--- src/rtl/imem_boot_loader.sv ---
// rtl/imem_boot_loader.sv - framed byte-stream loader that fills instruction memory and releases CPU reset
//
// Accepts a frame of SYNC_BYTE, LEN_LO, LEN_HI, 4*N data bytes and CHK.
// Data bytes are packed little-endian into 32-bit words and written to
// instruction memory one word at a time.
// CHK is the XOR of the data bytes only.
// The CPU is held in reset until a frame with a good checksum has loaded.
//
// Ports:
//   clk           system clock
//   rst           synchronous, active-high reset
//   in_valid      byte stream valid
//   in_data       byte stream data
//   in_ready      loader can accept a byte (low during rst, DONE and ERROR)
//   imem_we       one-cycle instruction memory write strobe
//   imem_addr     word index being written
//   imem_wdata    instruction word {b3,b2,b1,b0}
//   cpu_rst       reset to the CPU, high until a load succeeds
//   done          frame loaded with a good checksum (sticky until rst)
//   error         frame rejected (sticky until rst)
//   words_loaded  count of words written so far

module imem_boot_loader #(
  parameter int          ADDR_W    = 8,
  parameter logic [7:0]  SYNC_BYTE = 8'hA5
) (
  input  logic              clk,
  input  logic              rst,
  input  logic              in_valid,
  input  logic [7:0]        in_data,
  output logic              in_ready,
  output logic              imem_we,
  output logic [ADDR_W-1:0] imem_addr,
  output logic [31:0]       imem_wdata,
  output logic              cpu_rst,
  output logic              done,
  output logic              error,
  output logic [ADDR_W:0]   words_loaded
);

  localparam logic [2:0] S_IDLE  = 3'd0;
  localparam logic [2:0] S_LEN0  = 3'd1;
  localparam logic [2:0] S_LEN1  = 3'd2;
  localparam logic [2:0] S_DATA  = 3'd3;
  localparam logic [2:0] S_CHECK = 3'd4;
  localparam logic [2:0] S_DONE  = 3'd5;
  localparam logic [2:0] S_ERROR = 3'd6;

  // Largest word count that fits in memory; the extra bit lets 2**ADDR_W
  // itself be represented for the compare against a 16-bit length.
  localparam logic [16:0] MAX_WORDS = 17'(2 ** ADDR_W);

  logic [2:0]  state;
  logic [7:0]  len_lo;
  logic [15:0] len_words;
  logic [1:0]  byte_cnt;
  logic [23:0] shift_buf;
  logic [7:0]  xor_acc;

  logic        accept;
  logic [15:0] frame_len;
  logic [15:0] next_count;

  // Both terminal states refuse input; rst forces in_ready low while asserted.
  assign in_ready = !rst && (state != S_DONE) && (state != S_ERROR);
  assign accept   = in_valid && in_ready;

  assign done     = (state == S_DONE);
  assign error    = (state == S_ERROR);
  assign cpu_rst  = (state != S_DONE);

  // Length as it will be once LEN_HI is latched this cycle.
  assign frame_len  = {in_data, len_lo};
  // Word count after the word currently completing; equals len_words on the
  // last word of the frame.
  assign next_count = 16'(words_loaded) + 16'd1;

  always_ff @(posedge clk) begin
    if (rst) begin
      state        <= S_IDLE;
      len_lo       <= 8'h00;
      len_words    <= 16'h0000;
      byte_cnt     <= 2'd0;
      shift_buf    <= 24'h000000;
      xor_acc      <= 8'h00;
      imem_we      <= 1'b0;
      imem_addr    <= '0;
      imem_wdata   <= 32'h00000000;
      words_loaded <= '0;
    end else begin
      // The write strobe is a single-cycle pulse; address and data hold.
      imem_we <= 1'b0;

      if (accept) begin
        case (state)
          S_IDLE: begin
            // Anything other than the marker is silently dropped.
            if (in_data == SYNC_BYTE) begin
              state <= S_LEN0;
            end
          end

          S_LEN0: begin
            len_lo <= in_data;
            state  <= S_LEN1;
          end

          S_LEN1: begin
            len_words <= frame_len;
            if ({1'b0, frame_len} > MAX_WORDS) begin
              state <= S_ERROR;
            end else if (frame_len == 16'h0000) begin
              state <= S_CHECK;
            end else begin
              state <= S_DATA;
            end
          end

          S_DATA: begin
            xor_acc  <= xor_acc ^ in_data;
            byte_cnt <= byte_cnt + 2'd1;
            if (byte_cnt == 2'd3) begin
              // words_loaded doubles as the index of the word being written,
              // so the address is its value before the increment.
              imem_we      <= 1'b1;
              imem_addr    <= words_loaded[ADDR_W-1:0];
              imem_wdata   <= {in_data, shift_buf};
              words_loaded <= words_loaded + 1'b1;
              if (next_count == len_words) begin
                state <= S_CHECK;
              end
            end else begin
              // Oldest byte ends up in the low lane: {b2,b1,b0} after three.
              shift_buf <= {in_data, shift_buf[23:8]};
            end
          end

          S_CHECK: begin
            if (in_data == xor_acc) begin
              state <= S_DONE;
            end else begin
              state <= S_ERROR;
            end
          end

          default: begin
            state <= state;
          end
        endcase
      end
    end
  end

endmodule

--- config.mk ---
export PLATFORM = sky130hd
export DESIGN_NAME = imem_boot_loader
export DESIGN_NICKNAME = d
export VERILOG_FILES = /design/src/rtl/imem_boot_loader.sv
export SDC_FILE = /design/constraint.sdc
export NUM_CORES = 1
export LEC_CHECK = 0
export BUFFER_PORTS_ARGS = -buffer_cell sky130_fd_sc_hd__buf_4
export CAP_MARGIN = 25
export CORE_MARGIN = 8
export CORE_UTILIZATION = 51
export CTS_CLUSTER_SIZE = 30
export DETAILED_ROUTE_END_ITERATION = 7
export PLACE_DENSITY = 0.81
export SKIP_LAST_GASP = 1
export SLEW_MARGIN = 20
export SYNTH_ARGS = -nofsm -noshare
export SYNTH_HDL_FRONTEND = slang
export SYNTH_SLANG_ARGS = --single-unit
export TNS_END_PERCENT = 10
--- constraint.sdc ---
create_clock -name clk -period 1.95 [get_ports clk]
set_input_delay 0 -clock clk [delete_from_list [all_inputs] [get_ports clk]]
set_output_delay 0 -clock clk [all_outputs]
set_load 0.1 [all_outputs]
==> results of run 1 <==
cells by family after synthesis:
logic type | count (synthesis) | share of synthesized area
fa+ha+maj | 2 | 0.00539
buf+inv | 46 | 0.0405
compound gates | 97 | 0.123
mux | 25 | 0.0540
simple gates | 247 | 0.238
flops | 111 | 0.479
xor+xnor | 32 | 0.0604
stage by stage:
stage | instance area [sq um] | TNS [ns] | instances
final | 5730 | -0.000602 | 751
after global routing | 5730 | -0.217 | 751
after CTS | 5660 | 0 | 749
after detailed placement | 5360 | -0.0313 | 725
after global placement | 5360 | 0 | 725
after floorplan | 4670 | -5.98 | 560
registers in the layout, indices dropped and copies added (netlist names):
| signal | flops |
|---|---|
| imem_wdata | 32 |
| shift_buf | 24 |
| len_words | 16 |
| words_loaded | 9 |
| imem_addr | 8 |
| len_lo | 8 |
| xor_acc | 8 |
| state | 3 |
| byte_cnt | 2 |
| imem_we | 1 |
area by class of cell:
type | count | area (sq um) | area share
Tap cell | 111 | 139 | 0.0243
Multi-Input combinational cell | 403 | 2280 | 0.397
Sequential cell | 111 | 2230 | 0.389
Inverter | 4 | 18.8 | 0.00328
Timing Repair Buffer | 106 | 848 | 0.148
Clock buffer | 9 | 124 | 0.0216
Clock inverter | 7 | 93.8 | 0.0164
power by group through the flow:
stage	clock, mW	sequential [mW]	combinational (mW)
6_report	1.43	2.27	0.134
5_1_grt	1.56	2.27	0.143
4_1_cts	1.45	2.27	0.126
3_5_place_dp	0	2.32	0.113
3_3_place_gp	0	2.32	0.111
2_1_floorplan	0	2.32	0.0680
what timing repair did:
action | 4_1_cts | 5_1_grt
hold buffers | 8 | 0
gates cloned | 0 | 0
hold endpoints to repair | 29 | 0
buffers inserted | 0 | 1
pin swaps | 0 | 1
resized for setup | 2 | 8
setup endpoints to repair | 1 | 8
cells in the final DEF, fill, tap and decap left out, drive strengths merged, types with 2 or more instances in the layout:
master       instances
nor4                 7
nor3b                2
clkbuf               9
mux2i               25
inv                  7
o211ai               2
a21oi               73
dlygate4sd3          8
xor2                22
xnor2               10
nor2                43
nand2b               3
nor3                 7
nand2              147
a31oi                2
nor4b                2
buf                 98
nand4                5
dfxtp              111
clkinv               3
nand3                8
nand4b               2
nor2b                8
or3                  4
nand3b               2
ha                   2
o21ai                7
worst paths after layout:
kind,from,end,slack (ns),cells after the start
max,words_loaded[4],state[2],-0.0006,6
min,rst,state[1],0.06,4
max reg2reg,words_loaded[4],state[2],-0.0006,6
min reg2reg,shift_buf[5],imem_wdata[5],0.46,2
layer usage:
metal	global-route usage	vias up	wire length, um
met2	0.284	120	5260
met3	0.0360	16	625
met5	0	-	0
met1	0.223	1884	5030
li1	-	2023	-
met4	0.0756	0	180
worst max-delay path: stages, from the launching register on:
cell	delay (ns)
sky130_fd_sc_hd__dfxtp_1	0.48
sky130_fd_sc_hd__nand4_1	0.29
sky130_fd_sc_hd__o311ai_2	0.37
sky130_fd_sc_hd__o41ai_2	0.14
sky130_fd_sc_hd__a31oi_2	0.25
sky130_fd_sc_hd__o31ai_4	0.11
sky130_fd_sc_hd__a32o_1	0.22
==> results.txt, run 1 <==
* Status: finished, violations left
- The checks that failed: negative setup slack.
* Final Skew: 0.0214 ns
* Overall track demand over capacity in global routing: 0.176
- Worst Setup Start Kind: register
- The max-slew violation total from the final report came to 0.
* Data required time of the critical path: 2.22 ns
- For the pin with the worst max-slew slack, the measured transition is 0.517 ns.
- Measured along the y axis, the die boundary spans 111 um.
- The pre-antenna-repair detailed-routing pass consisted of 5 iterations.
- Setup crit end kind: register
- Relative slew margins: 0.652
- The final route contains 4043 vias.
* Final period util: 1.00
- Library cells used by synthesis: 53
- The analysis attributes to cell leakage a power of 2.10 nW.
- Area enclosed by the die boundary: 0.0124 sq mm
* Total routed wirelength: 11.1 mm
* Total of flip-flops plus latches after synthesis: 111
- Of the total power, registers draw 0.592.
- Area of the core: 0.00902 sq mm
- Setup violations remaining at the end of the flow were counted as 1.
- Row Count: 35
- Floorplan die width: 111 um
- The min-delay analysis places its worst path in the category input port to register.
- CTS tree: built
- Unrepaired setup endpoints after global routing: true
* Effective utilization at floorplan: 0.514
* Final hold slack: 0.0604 ns
* Most instantiated library cell after synthesis: sky130_fd_sc_hd__nand2_1
* Final ANT Viol Nets: 0
- Fraction of final layout cells with drive strength greater than 1: 0.216
- The number of antenna violations at the first check in global routing was 0.
- Placement-stage worst setup slack: -0.0313 ns
- Number of DRC markers in iteration 0: 248
* Peak supply drop: 486 uV
- The most used flip-flop cell after synthesis is sky130_fd_sc_hd__dfxtp_1.
- Counting the buffers created by CTS gives 9.
* Part of the Yosys area used for sequential elements: 0.479
- When the netlist entered floorplanning its net count stood at 573.
- Share of the synthesized area in the top cell type: 0.479
- In the synthesized netlist, the number of instances is 560.
- In the final design database the tool counted 648 nets.
* Share of power burned in the clock network: 0.373
* Overflow after GRT: 0
- After detailed routing, the number of vias per cell comes to 5.38.
- Counting every sink on the clock net gives 111.
- In this run the power spent charging and discharging nets is 0.986 mW.
* Internal power summed over all cells: 2.85 mW
- In the synthesized netlist the async set-or-reset flop fraction comes to 0.
- Once routing completed, OpenROAD measured the worst setup slack at -0.000602 ns.
* Final critical delay including setup and external delays: 1.95 ns
- After synthesis the cells add up to 0.00464 sq mm.
- In the final routed layout, each cell accounts on average for 14.8 um.
- The worst setup path is of the register to register kind.
- In this run, synthesis inferred 0 flip-flops with an integrated enable.
- Fill cell total of the finished layout: 747
* Cells taking the most area after synthesis: sky130_fd_sc_hd__dfxtp_1 48%, sky130_fd_sc_hd__nand2_1 12%, sky130_fd_sc_hd__a21oi_1 7.9%, sky130_fd_sc_hd__mux2i_1 5.4%, sky130_fd_sc_hd__xor2_1 4.2%
- No sink is reached through more buffers than the 2 on the longest clock path.
- After detailed routing, the number of remaining DRC violations is 0.
- The congestion estimate from routability-driven global placement came to 0.919.
- The largest total area in the synthesized netlist belongs to sky130_fd_sc_hd__dfxtp_1.
- The via count of the first global-routing pass is 3844.
* Pin count of the biggest net entering global routing: 112
- Arrival time of data at the critical path endpoint: 2.22 ns
- I/O pin total: 65
* F_max: 0.513 GHz
* H-tree depth: 3
- Highest net fanout along the worst path: 6
- The number of antenna diodes in the final layout is 0.
- Measured on the finished design, the core utilization comes to 0.635.
* Leading cell types by count after synthesis: 147 x sky130_fd_sc_hd__nand2_1, 111 x sky130_fd_sc_hd__dfxtp_1, 73 x sky130_fd_sc_hd__a21oi_1
* Yosys warnings: 0
- Of the total power, the share spent switching nets is 0.257.
- Buffers on Ports: 64
- In this run the clock root is driven by a sky130_fd_sc_hd__clkbuf_8.
- The first global-routing pass estimated 18.5 mm of wire.
* Post-Syn Area per Cell: 8.28 sq um
* Pwr Total: 3.83 mW
* Pwr Density: 669 mW/mm^2
- The final hold violation count was 0.
* Clock edge transition at the registers on the reported setup and hold paths: 0.12 ns
- Number of maximum-capacitance violations: 0
- The clock reaches the later pin of the worst-skew pair after 0.39 ns.
- The share of total power dissipated in combinational logic is 0.035.
- Post-detailed-placement half-perimeter wirelength: 7.61 mm
- Relative to the synthesized area, the layout overhead comes to 23.5%.
No activity file was read; power rests on OpenSTA's default activity.
==> run 2, diff against run 1 <==
--- a/config.mk
+++ b/config.mk
@@ -5,6 +5,7 @@
 export SDC_FILE = /design/constraint.sdc
 export NUM_CORES = 1
 export LEC_CHECK = 0
+export ABC_AREA = 1
 export BUFFER_PORTS_ARGS = -buffer_cell sky130_fd_sc_hd__buf_4
 export CAP_MARGIN = 25
 export CORE_MARGIN = 8
==> run 2 against run 1 <==
Against the previous run: combinational power increased by 5%; sequential cell count unchanged; sequential share of layout area increased by 1.2 points; the run now ends clean; sequential power about the same; final area fell by 2.4%; first-iteration DRC count grew 50%.
==> results.txt, run 2 <==
- By area, the combinational part of the netlist is dominated by simple AND/OR/NAND/NOR gates.
- The post-detailed-placement cell area is 0.00517 sq mm (-3.4%).
- Inserted Clock Buffers: 9 (unchanged)
- The cell area after layout was 0.00559 sq mm (-2.4%).
- The final hold violation count came to 0 (unchanged).
* Logic depth of the worst register-to-register path: 11 (+5)
* Adder-cell share of the synthesized area: 0.00542 (+0.0000293)
- TritonCTS built the clock tree.
- The share of the synthesized area in the top cell type is 0.482 (+0.00260).
- Kind of critical path: register to register
- The total number of vias is 4490 (+11%).
- Async S/R FF share, synth: 0 (unchanged)
- Number of maximum-capacitance violations: 0 (unchanged)
- Effective utilization at floorplan: 0.526 (+0.0123)
- The clock-pin transition on the worst setup and hold timing paths is 0.10 ns (-0.02 ns).
- The maximum clock skew at final layout was 0.00951 ns (-0.0119 ns).
- STA classifies the critical path endpoint as a register.
- The highest ir drop seen on vdd came to 378 uV (-22%).
* H-tree depth: 3 (unchanged)
- The leakage power summed over all cells is 2.19 nW (+4.0%).
* Fill cell total of the finished layout: 759 (+1.6%)
* Final ANT Viol Nets: 0 (unchanged)
- The die extent in y is 111 um (-0.23%).
* Unrepaired setup endpoints after global routing: true
* CTS sink cnt: 111 (unchanged)
- The area growth from synthesis to layout is 21.2%.
- The count of placed standard cells in the final layout, fillers left out is 806 (+7.3%).
* Multiplexer share of the synthesized area: 0 (-0.0540)
* Worst setup startpoint: state[0]
- Overall track demand over capacity in global routing: 0.190 (+0.0136)
- Biggest registers after layout: imem_wdata: 32 flops, shift_buf: 24 flops, len_words: 16 flops
- The total inserted antenna cells came to 0 (unchanged).
- The area of the mapped netlist came to 0.00461 sq mm (-0.54%).
- The total I/O pin count was 65 (unchanged).
- Leaving out fill and tap cells, the most frequent cell in the layout is sky130_fd_sc_hd__nand2_1.
- Share of the synthesized area in compound gates (AO/OA/AOI/OAI): 0.173 (+0.0498)
- Number of enable-type register cells in the synthesized netlist: 0 (unchanged)
- The maximum number of pins on one net before global-route repair was 63 (-44%).
- Reg2Reg Capture Point: words_loaded[5]
- Library cells used by synthesis: 29 (-45%)
* Cells taking the most area after synthesis: sky130_fd_sc_hd__dfxtp_1 48%, sky130_fd_sc_hd__nand2_1 13%, sky130_fd_sc_hd__a21oi_1 11%, sky130_fd_sc_hd__nand3_1 6.3%, sky130_fd_sc_hd__inv_1 3.5%
- The cell total after placement is 777 (+7.2%).
- The number of flip-flops in the largest register was 32 (unchanged).
- Highest net fanout along the worst path: 31 (+25)
- Startpoint of the worst-slack reg-to-reg timing path: state[0]
- The total core area is 0.00876 sq mm (-2.9%).
- Fraction of final layout cells with drive strength greater than 1: 0.181 (-0.0351)
- The data required time at the worst endpoint came to 2.25 ns (+0.03 ns).
* Buffers on Ports: 64 (unchanged)
- The most used flip-flop cell after synthesis is sky130_fd_sc_hd__dfxtp_1.
* Class of the tightest hold or removal check: input port to register
- Library cell with the largest summed area after synthesis: sky130_fd_sc_hd__dfxtp_1
* Most instantiated library cell after synthesis: sky130_fd_sc_hd__nand2_1
- STA classifies the critical path startpoint as a register.
* Drt via density: 5.57 (+3.5%)
* Total nets after synthesis: 646 (+13%)
* Arrival time of data at the critical path endpoint: 2.18 ns (-0.04 ns)
- Yosys warnings: 0 (unchanged)
- Sequential cell area: 0.00224 sq mm (+0.62%)
* Total routed wirelength: 12.5 mm (+13%)
- Register containing the most flip-flops in the final layout: imem_wdata
* Pwr Total: 3.87 mW (+0.90%)
- The power density over the cells is 692 mW/mm^2 (+3.4%).
- Leading cell types by count after synthesis: 156 x sky130_fd_sc_hd__nand2_1, 111 x sky130_fd_sc_hd__dfxtp_1, 105 x sky130_fd_sc_hd__a21oi_1
- Row Count: 34 (-2.9%)
- The cell sitting at the root of the clock tree is a sky130_fd_sc_hd__clkbuf_8.
- Area of the multi-input gates: 0.00208 sq mm (-8.7%)
* Final critical delay including setup and external delays: 1.88 ns (-0.0755 ns)
* Critical Path Sink: words_loaded[5]
* Slew at the pin closest to its max-slew limit: 0.621 ns (+0.104 ns)
- Final net count: 706 (+9.0%)
- Post-Synthesis Cells: 633 (+13%)
* Area enclosed by the die boundary: 0.0123 sq mm (-0.47%)
- Mean routed wirelength per cell: 15.5 um (+5.0%)
- The sum of net half-perimeters after detailed placement was 8.15 mm (+7.1%).
* Leading cell types in the layout, fill and taps excluded: 155 x sky130_fd_sc_hd__nand2_1, 105 x sky130_fd_sc_hd__a21oi_1, 100 x sky130_fd_sc_hd__dfxtp_1, 74 x sky130_fd_sc_hd__buf_4, 56 x sky130_fd_sc_hd__nand3_1
- Via count of the first global-routing pass: 4077 (+6.1%)
* Floorplan die width: 111 um (-0.23%)
- The simple-gate area share of the yosys netlist was 0.247 (+0.00888).
- DRC Markers: 0 (unchanged)
- Count of TritonRoute iterations in the first routing pass: 7 (+2)
- Final period util: 0.962 (-0.0387)
- The register-to-register path setup slack is 0.07 ns (+0.08 ns).
- The flow ran to the end, and the final reports show no timing, DRC or antenna violations.
- The top achievable clock speed is 0.533 GHz (+4.0%).
* Final count of pins violating max slew: 0 (unchanged)
* Total of flip-flops plus latches after synthesis: 111 (unchanged)
- Overflow after GRT: 0 (unchanged)
- The sequential cell area fraction in the yosys report is 0.482 (+0.00260).
* Insertion delay of the later-clocked pin in the worst-skew pair: 0.37 ns (-0.02 ns)
* Post-Syn Area per Cell: 7.29 sq um (-12%)
- Final weighted congestion in routability-driven placement: 0.849 (-7.6%)
* Relative slew margins: 0.586 (-0.0660)
* Clk buf depth: 2 (unchanged)
- The number of endpoints failing setup at the final stage is 0 (-1).
- The number of antenna violations at the first check in global routing is 0 (unchanged).
* Number of DRC markers in iteration 0: 371 (+50%)
* Xor/xnor cell area share of the yosys netlist: 0.0152 (-0.0452)
- First-pass GRT wire length: 19.8 mm (+7.3%)
## run 2: worst min path at each step
stage                          start             end  slack, ns  cells after the start
after floorplan           in_data[4]   len_words[12]       0.16                      2
after global placement    in_data[7]  imem_wdata[31]       0.32                      3
after detailed placement  in_data[7]  imem_wdata[31]       0.33                      3
after CTS                   in_valid        state[2]       0.19                      6
after global routing        in_valid        state[2]       0.24                      6
final                       in_valid        state[2]       0.19                      6
## run 2: power by group
part / switching (mW) / total (mW) / internal [mW]
Combinational: 0.0956 / 0.141 / 0.0455
Clock: 0.786 / 1.46 / 0.676
Sequential: 0.000108 / 2.26 / 2.26
## run 2: cells by family after synthesis
kind of cell	after synthesis
AO/OA/AOI/OAI	157
XOR/XNOR	8
adder cells (fa/ha/maj)	2
buffers and inverters	87
flip-flops	111
AND/OR/NAND/NOR	268
## run 2: timing repair
action | in CTS | in global routing
gates resized for setup | 5 | 9
hold buffers | 8 | 0
hold endpoints to repair | 25 | 0
cloned | 0 | 2
setup buffers | 0 | 3
setup endpoints to repair | 3 | 74
pin swaps | 2 | 3
## run 2: worst max-delay path, cell delays in order, from the launching register on
cell and delay, ns:
sky130_fd_sc_hd__dfxtp_2 0.39, sky130_fd_sc_hd__inv_1 0.10, sky130_fd_sc_hd__nand3_1 0.12, sky130_fd_sc_hd__nand3_2 0.13
sky130_fd_sc_hd__nor2_4 0.12, sky130_fd_sc_hd__inv_2 0.05, sky130_fd_sc_hd__nor2_4 0.16, sky130_fd_sc_hd__nand2_2 0.13
sky130_fd_sc_hd__inv_2 0.13, sky130_fd_sc_hd__buf_12 0.21, sky130_fd_sc_hd__o21ai_0 0.10, sky130_fd_sc_hd__a31oi_1 0.15
## run 2: per-stage QoR
step | setup WS [ns] | setup TNS, ns | hold WS (ns) | util
after floorplan | 0.0391 | 0 | 0.164 | -
after global placement | -0.00844 | -0.0157 | 0.325 | 0.591
after detailed placement | -0.0497 | -0.118 | 0.333 | 0.591
after CTS | 0.0285 | 0 | 0.187 | 0.626
after global routing | -0.0482 | -0.325 | 0.237 | 0.638
final | 0.0749 | 0 | 0.193 | 0.638
## run 2: layout make-up
type	count	share of cell area
timing repair buffer	87	0.132
clock buffer	11	0.0271
inverter	49	0.0329
clock inverter	5	0.0114
multi-input combinational	435	0.372
tap	108	0.0242
sequential	111	0.401
## run 2: metal layers
metal / wire [um] / GRT usage / up-vias
met5: 0 / 0 / -
met4: 217 / 0.0880 / 0
met3: 852 / 0.0352 / 22
met2: 5920 / 0.300 / 191
met1: 5510 / 0.245 / 2088
li1: - / - / 2189
